**src/rtl/tx_fifo_if.sv**
```systemverilog
// Bus bundle between the processor-side writer / SSP transmit logic and tx_fifo.
// The master drives push/pop requests; the slave (the FIFO) returns head data and status.
interface tx_fifo_if #(
  parameter int WIDTH = 8,
  parameter int PTR_W = 2
);
  logic             PSEL;
  logic             PWRITE;
  logic [WIDTH-1:0] PWDATA;
  logic             read_fifo;
  logic [WIDTH-1:0] TxData;
  logic             tx_fifo_empty;
  logic             SSPTXINTR;
  logic [PTR_W:0]   fill_count;
  logic             overflow_err;
  logic             underflow_err;

  modport master (
    output PSEL, PWRITE, PWDATA, read_fifo,
    input  TxData, tx_fifo_empty, SSPTXINTR, fill_count, overflow_err, underflow_err
  );

  modport slave (
    input  PSEL, PWRITE, PWDATA, read_fifo,
    output TxData, tx_fifo_empty, SSPTXINTR, fill_count, overflow_err, underflow_err
  );
endinterface

```
**src/rtl/tx_fifo.sv**
```systemverilog
// Show-ahead transmit FIFO: a write appears on TxData/flags 1 cycle later; a pop edge advances the head in 1 cycle.
// Backpressure: writes when full are dropped (sticky overflow_err) unless a pop lands on the same edge.
module tx_fifo #(
  parameter int WIDTH = 8,
  parameter int DEPTH = 4,
  parameter int PTR_W = 2
) (
  input logic      PCLK,
  input logic      CLEAR,
  tx_fifo_if.slave bus
);

  localparam logic [PTR_W:0] LP_DEPTH = DEPTH[PTR_W:0];

  logic [WIDTH-1:0] r_mem [DEPTH];
  logic [PTR_W-1:0] r_wr_ptr;
  logic [PTR_W-1:0] r_rd_ptr;
  logic [PTR_W:0]   r_count;
  logic             r_empty;
  logic             r_full;
  logic             r_ovf;
  logic             r_unf;
  logic             r_rd_q;

  logic             w_wr_req;
  logic             w_rd_req;
  logic             w_push_ok;
  logic             w_pop_ok;
  logic [PTR_W:0]   w_count_nxt;

  // read_fifo may be held high; only its rising edge counts as a pop
  assign w_wr_req  = bus.PSEL & bus.PWRITE;
  assign w_rd_req  = bus.read_fifo & ~r_rd_q;
  assign w_push_ok = w_wr_req & (~r_full | w_rd_req);
  assign w_pop_ok  = w_rd_req & ~r_empty;

  always_comb begin
    w_count_nxt = r_count;
    if (w_push_ok && !w_pop_ok) begin
      w_count_nxt = r_count + 1'b1;
    end else if (!w_push_ok && w_pop_ok) begin
      w_count_nxt = r_count - 1'b1;
    end
  end

  always_ff @(posedge PCLK or posedge CLEAR) begin
    if (CLEAR) begin
      for (int i = 0; i < DEPTH; i++) begin
        r_mem[i] <= '0;
      end
      r_wr_ptr <= '0;
      r_rd_ptr <= '0;
      r_count  <= '0;
      r_empty  <= 1'b1;
      r_full   <= 1'b0;
      r_ovf    <= 1'b0;
      r_unf    <= 1'b0;
      r_rd_q   <= 1'b0;
    end else begin
      r_rd_q <= bus.read_fifo;
      if (w_push_ok) begin
        r_mem[r_wr_ptr] <= bus.PWDATA;
        r_wr_ptr        <= r_wr_ptr + 1'b1;
      end
      if (w_pop_ok) begin
        r_rd_ptr <= r_rd_ptr + 1'b1;
      end
      r_count <= w_count_nxt;
      r_empty <= (w_count_nxt == '0);
      r_full  <= (w_count_nxt == LP_DEPTH);
      if (w_wr_req && !w_push_ok) begin
        r_ovf <= 1'b1;
      end
      if (w_rd_req && r_empty) begin
        r_unf <= 1'b1;
      end
    end
  end

  assign bus.TxData        = r_mem[r_rd_ptr];
  assign bus.tx_fifo_empty = r_empty;
  assign bus.SSPTXINTR     = r_full;
  assign bus.fill_count    = r_count;
  assign bus.overflow_err  = r_ovf;
  assign bus.underflow_err = r_unf;

endmodule

```
**src/flat_wrapper.sv**
```systemverilog
// flat-port wrapper written by rule: the top's interface ports become plain ports
module tx_fifo_flat 
#(
  parameter int WIDTH = 8,
  parameter int DEPTH = 4,
  parameter int PTR_W = 2
)
  (PCLK, CLEAR, bus_PSEL, bus_PWRITE, bus_PWDATA, bus_read_fifo, bus_TxData, bus_tx_fifo_empty, bus_SSPTXINTR, bus_fill_count, bus_overflow_err, bus_underflow_err);
  tx_fifo_if #(.WIDTH(WIDTH), .PTR_W(PTR_W)) bus_i ();
  input logic PCLK;
  input logic CLEAR;
  input wire logic [$bits(bus_i.PSEL)-1:0] bus_PSEL;
  input wire logic [$bits(bus_i.PWRITE)-1:0] bus_PWRITE;
  input wire logic [$bits(bus_i.PWDATA)-1:0] bus_PWDATA;
  input wire logic [$bits(bus_i.read_fifo)-1:0] bus_read_fifo;
  output wire logic [$bits(bus_i.TxData)-1:0] bus_TxData;
  output wire logic [$bits(bus_i.tx_fifo_empty)-1:0] bus_tx_fifo_empty;
  output wire logic [$bits(bus_i.SSPTXINTR)-1:0] bus_SSPTXINTR;
  output wire logic [$bits(bus_i.fill_count)-1:0] bus_fill_count;
  output wire logic [$bits(bus_i.overflow_err)-1:0] bus_overflow_err;
  output wire logic [$bits(bus_i.underflow_err)-1:0] bus_underflow_err;
  assign bus_i.PSEL = bus_PSEL;
  assign bus_i.PWRITE = bus_PWRITE;
  assign bus_i.PWDATA = bus_PWDATA;
  assign bus_i.read_fifo = bus_read_fifo;
  assign bus_TxData = bus_i.TxData;
  assign bus_tx_fifo_empty = bus_i.tx_fifo_empty;
  assign bus_SSPTXINTR = bus_i.SSPTXINTR;
  assign bus_fill_count = bus_i.fill_count;
  assign bus_overflow_err = bus_i.overflow_err;
  assign bus_underflow_err = bus_i.underflow_err;
  tx_fifo #(.WIDTH(WIDTH), .DEPTH(DEPTH), .PTR_W(PTR_W)) u_core (.PCLK(PCLK), .CLEAR(CLEAR), .bus(bus_i));
endmodule
```
**config.mk**
```make
export PLATFORM = sky130hd
export DESIGN_NAME = tx_fifo_flat
export DESIGN_NICKNAME = d
export VERILOG_FILES = /design/src/rtl/tx_fifo_if.sv /design/src/rtl/tx_fifo.sv /design/src/flat_wrapper.sv
export SDC_FILE = /design/constraint.sdc
export NUM_CORES = 1
export LEC_CHECK = 0
export ABC_AREA = 0
export ABC_CLOCK_PERIOD_IN_PS = 1520
export BUFFER_PORTS_ARGS = -buffer_cell sky130_fd_sc_hd__buf_2
export CORE_UTILIZATION = 29
export CTS_BUF_LIST = sky130_fd_sc_hd__clkbuf_8
export DETAILED_ROUTE_END_ITERATION = 12
export PLACE_DENSITY_LB_ADDON = 0.05
export RECOVER_POWER = 50
export SLEW_MARGIN = 20
export SYNTH_ARGS = -nofsm -noshare
export SYNTH_HDL_FRONTEND = slang
export SYNTH_SLANG_ARGS = --single-unit
```
**constraint.sdc**
```tcl
create_clock -name PCLK -period 1.52 [get_ports PCLK]
set_clock_uncertainty 0.1 [all_clocks]
set_input_delay 0.304 -clock PCLK [delete_from_list [all_inputs] [get_ports PCLK]]
set_output_delay 0.304 -clock PCLK [all_outputs]
set_load 0.02 [all_outputs]
```
Word-level counts from Yosys, hierarchy flattened --
Cells that the tools add are included.
Operators by class: $add $sub $neg 4, order comparisons 3, eq/ne operators 1, multiplexer cells 8, bitwise operators 10, reduce and logical (&&, ||, !) cells 8
Operator list (count):
- 32-bit bitwise mux | 1
- 8-bit 2-to-1 mux | 3
- 8-bit binary-select mux with 2-bit select | 1
- 8-bit demux with 2-bit select | 1
- 3-bit greater-or-equal comparator (second input constant) | 2
- 3-bit 2-to-1 mux | 2
- 2-bit inverter with 3-bit output | 2
- 1-bit logical AND | 5
- 2-bit by 1-bit adder with 2-bit output (second input constant) | 2
- 1-bit AND | 4
- 3-bit by 1-bit adder with 3-bit output (second input constant) | 1
- 3-bit equality test (second input constant) | 1
- 3-bit logical NOT | 1
- 3-bit by 1-bit less-than comparator with 1-bit output (second input constant) | 1
- 1-bit inverter | 3
- 3-bit by 1-bit subtractor with 3-bit output (second input constant) | 1
- 1-bit logical NOT | 2
- 1-bit OR | 1
Storage, ports and cells: bits in registers 44, output and inout bits 15

Longest topological paths before layout --
depth after elaboration 9, gate-level depth with buffers 5, gate-level depth less buffers 5

Least setup slack after synthesis --
Ideal clock, no wire load.
kind reg-to-reg, from register u_core.r_count[0] (netlist: u_core.bus.fill_count[0]), to register u_core.r_full (netlist: u_core.bus.SSPTXINTR), library setup time 0.094 ns, arrival time 1.466 ns, data required time 1.326 ns, slack -0.139 ns, cell stages (with the launch flop) 6, clock period less this slack 1.659 ns, cell sequence dfrtp_1 inv_1 ha_1 nor3_1 a32oi_1 a221oi_2
Between the ends: cells in the longest elaborated chain, start to end 4, elaborated cells between the ends (all ways) 5
RTL lines:
- from (decl) | line tx_fifo.sv:18 | logic [PTR_W:0] r_count;
- from (signal assigned) | line tx_fifo.sv:68 | r_count <= w_count_nxt;
- 3-bit by 1-bit subtractor with 3-bit output | line tx_fifo.sv:42 | w_count_nxt = r_count - 1'b1;
- 3-bit 2-to-1 mux | line tx_fifo.sv:41 | end else if (!w_push_ok && w_pop_ok) begin
- 3-bit 2-to-1 mux (*) | line tx_fifo.sv:39 | if (w_push_ok && !w_pop_ok) begin
- 3-bit equality test (*) | line tx_fifo.sv:70 | r_full <= (w_count_nxt == LP_DEPTH);
- to (signal assigned) | line tx_fifo.sv:70
- to (decl) | line tx_fifo.sv:20 | logic r_full;
Mark *: on every way between the ends. The rest lies on a longest branch, timed or not. A chain may end at the register's enable or synchronous reset.

Worst setup path after layout --
from register u_core.r_rd_ptr[0], to output bus_TxData[4]
Between the ends: cells in the longest elaborated chain, start to end 4
RTL lines:
- from (decl) | line tx_fifo.sv:17 | logic [PTR_W-1:0] r_rd_ptr;
- from (signal assigned) | line tx_fifo.sv:66 | r_rd_ptr <= r_rd_ptr + 1'b1;
- 2-bit inverter with 3-bit output (not written as such) | line tx_fifo.sv:80 | assign bus.TxData = r_mem[r_rd_ptr];
- 8-bit binary-select mux with 2-bit select | line tx_fifo.sv:80
- 8-bit 2-to-1 mux (not written as such) (2 in a row) | line tx_fifo.sv:80
- to (decl) | line flat_wrapper.sv:16 | output wire logic [$bits(bus_i.TxData)-1:0] bus_TxData;
No other way between the ends. The select of a mux whose other input is x is not followed.

==> impl_metrics.json <==
{
  "status": "finished, violations left",
  "failed_checks": "negative setup slack",
  "switching_share_pct": 33.6,
  "p_sw_uw": 2190,
  "coreArea_um2": 7410,
  "place_congestion": 0.899,
  "power_uw": 6510,
  "r2r-start": "u_core.r_rd_q",
  "ios": 28,
  "grt-ovfl-total": 0,
  "seq_area_um2": 1110,
  "post_drt_via_cell_ratio": 4.44,
  "dp_worst_setup_slack_ns": -0.104,
  "fmax_mhz": 524,
  "leakagePower_uw": 0.00130,
  "pwr-share-comb_pct": 53.3,
  "maxCapViolations": 0,
  "placementRows": 31,
  "rsz0062_at_grt": "yes",
  "ys_seq_elements": 44,
  "intPower_uw": 4320,
  "wl_um": 4580,
  "ys_seq_area_share_pct": 48.3,
  "io_buffers": 27,
  "worst_pin_slew_ns": 0.632,
  "worstRegToRegCells": 4,
  "fp.dieH_um": 90.7,
  "clock-root-buffer": "clkbuf_8",
  "synth_top_cell_area_share_pct": 47.2,
  "hp-class": "primary input to flop",
  "worstPathArrival_ns": 1.50,
  "crit_type": "flop to primary output",
  "synth_area_leaders": "dfrtp_1 47%, mux2_4 21%, mux4_2 7.9%, buf_12 3.5%, ha_1 3.3%",
  "grt_pass1_vias": 1500,
  "pwr-share-clk_pct": 14.4,
  "reg2reg_to": "u_core.r_mem[25]",
  "drt_first_pass_iters": 4,
  "syn_avg_cell_area_um2": 15.8,
  "clkSlewWorstSetupHoldPaths_ns": 0.09,
  "drt_iter0_drc": 31,
  "wl_met2_um": 2300,
  "clk_latency_ns": 0.30,
  "route.detailed.drc": 0,
  "cts_buffer_depth": 2,
  "fin_crit_ns": 1.91,
  "ant_nets": 0,
  "hold_end": "u_core.r_rd_q",
  "relSlewSlack_pct": 57.9,
  "hpwl_um": 3130,
  "synth-edff-count": 0,
  "report.final.hold_viol_count": 0,
  "syn-instance-count": 144,
  "die-area_um2": 8220,
  "num-nets-final": 217,
  "fillCellCount": 705,
  "hold_start": "bus_read_fifo",
  "ys.flop_type": "dfrtp_1",
  "cts_tree": "built",
  "grt_max_degree": 45,
  "fp.dieW_um": 90.7,
  "yosysUniqueCellTypes": 37,
  "netlist_area_um2": 2280,
  "crit_path_end_kind": "primary output",
  "wl_met1_um": 2110,
  "hold_path_depth": 1,
  "num_antenna_cells": 0,
  "yosysWarnings": 0,
  "cts.sinks": 44,
  "grt_usage_pct": 12.0,
  "wl_per_cell_um": 15.4,
  "numCtsBuffers": 5,
  "cp_data_required_time_ns": 1.12,
  "min_period_over_period_pct": 125,
  "antenna_found_initial": 0,
  "synth_top_cells_by_count": "43 x dfrtp_1, 32 x mux2_4, 8 x mux4_2",
  "worst_slack_ns": -0.387,
  "syn_to_final_growth_pct": 29.0,
  "setup_viol": 40,
  "seq_power_share_pct": 32.3,
  "power.density_nw_per_um2": 2210,
  "vdd_ir_drop_max_v": 0.000877,
  "cp_max_fo": 5,
  "reg2reg_slack_ns": -0.05,
  "cp-start-kind": "flop",
  "start_util_pct": 30.8,
  "yosysMostFrequentCell": "dfrtp_1",
  "maxUsedRoutingLayer": "met4",
  "vias": 1323,
  "synth.largest_area_cell": "dfrtp_1",
  "dr_wl_met3_um": 128,
  "drv_slew": 0,
  "h-tree-depth": 2,
  "ys_async_sr_fraction_pct": 100,
  "drive_above_1_share_pct": 64.3,
  "grt_pass1_wl_um": 7620,
  "multiInputGateArea_um2": 1150,
  "synth_fp_nets": 163
}
-- cell usage in the layout, fill, tap and decap left out, drive strengths merged, types with 3 or more instances in the layout --
master	count
buf	51
dfrtp	43
mux2	32
mux4	8
nand2	7
clkbuf	7
ha	6
and2	5
inv	5
xnor2	3
a21oi	3
o22ai	3
-- routing by layer --
metal | vias to the layer above | global-route usage (%)
li1 | 631 | -
met1 | 667 | 15.6
met2 | 21 | 19.7
met3 | 4 | 2.86
met4 | 0 | 3.90
met5 | - | 0
-- stage by stage --
step	instances	utilization [%]	hold slack (ns)	setup TNS [ns]	area, um^2
after global routing	298	39.7	0.114	-6.68	2940
after CTS	297	38.8	0.0738	-4.79	2870
final	298	39.7	0.122	-4.11	2940
after global placement	285	35.8	0.289	-1.44	2650
after floorplan	144	-	0.235	-0.937	2290
after detailed placement	285	35.8	0.289	-1.67	2650
-- worst max-delay path by stage --
stage / from / to / slack (ns)
finish: u_core.r_rd_ptr[0] / bus_TxData[4] / -0.39
global route: u_core.r_rd_ptr[0] / bus_TxData[4] / -0.45
CTS: u_core.r_rd_ptr[0] / bus_TxData[4] / -0.44
detailed placement: u_core.r_rd_ptr[0] / bus_TxData[4] / -0.10
global placement: u_core.r_rd_ptr[0] / bus_TxData[7] / -0.09
floorplan: u_core.bus.fill_count[0] / u_core.bus.SSPTXINTR / -0.05
-- state kept, by name (all words and copies together) (netlist names) --
name and cells:
u_core.bus.SSPTXINTR 1, u_core.r_mem 32, u_core.r_rd_q 1, u_core.bus.fill_count 3, u_core.r_wr_ptr 2, u_core.bus.overflow_err 1, u_core.bus.underflow_err 1, u_core.bus.tx_fifo_empty 1
u_core.r_rd_ptr 2
-- power by group through the flow --
| stage | Sequential (uW) | Combinational (uW) | Clock [uW] |
|---|---|---|---|
| 2_1_floorplan | 2130 | 2050 | 0 |
| 3_3_place_gp | 2100 | 2980 | 0 |
| 3_5_place_dp | 2120 | 2990 | 0 |
| 4_1_cts | 2100 | 3300 | 981 |
| 5_1_grt | 2180 | 3700 | 1040 |
| 6_report | 2100 | 3470 | 937 |
-- kinds of logic after synthesis --
group           count (synthesis)  synth area share (%)
fa+ha+maj                       6                  3.29
buf+inv                        12                  4.94
mux                            40                  29.0
simple gates                   22                  6.47
flops                          44                  48.3
xor+xnor                        4                  1.54
compound gates                 16                  6.47
-- critical path, stage by stage (launching register included) --
cell	delay (ns)
dfrtp_2	0.41
buf_12	0.13
mux4_2	0.51
buf_6	0.15
-- repair_timing --
item | 4_1_cts | 5_1_grt
setup endpoints to repair | 44 | 46
hold buffers | 1 | 0
gates resized for setup | 18 | 17
setup buffers | 3 | 1
pin swaps | 1 | 5
endpoints found under the hold margin | 43 | 0
-- area by class of cell --
type,count,share of cell area [%]
Timing Repair Buffer,54,14.6
Multi-Input combinational cell,88,39.0
Clock buffer,5,2.34
Tap cell,99,4.21
Inverter,5,0.638
Sequential cell,44,37.6
Clock inverter,3,1.62
No activity file was read; power rests on OpenSTA's default activity.
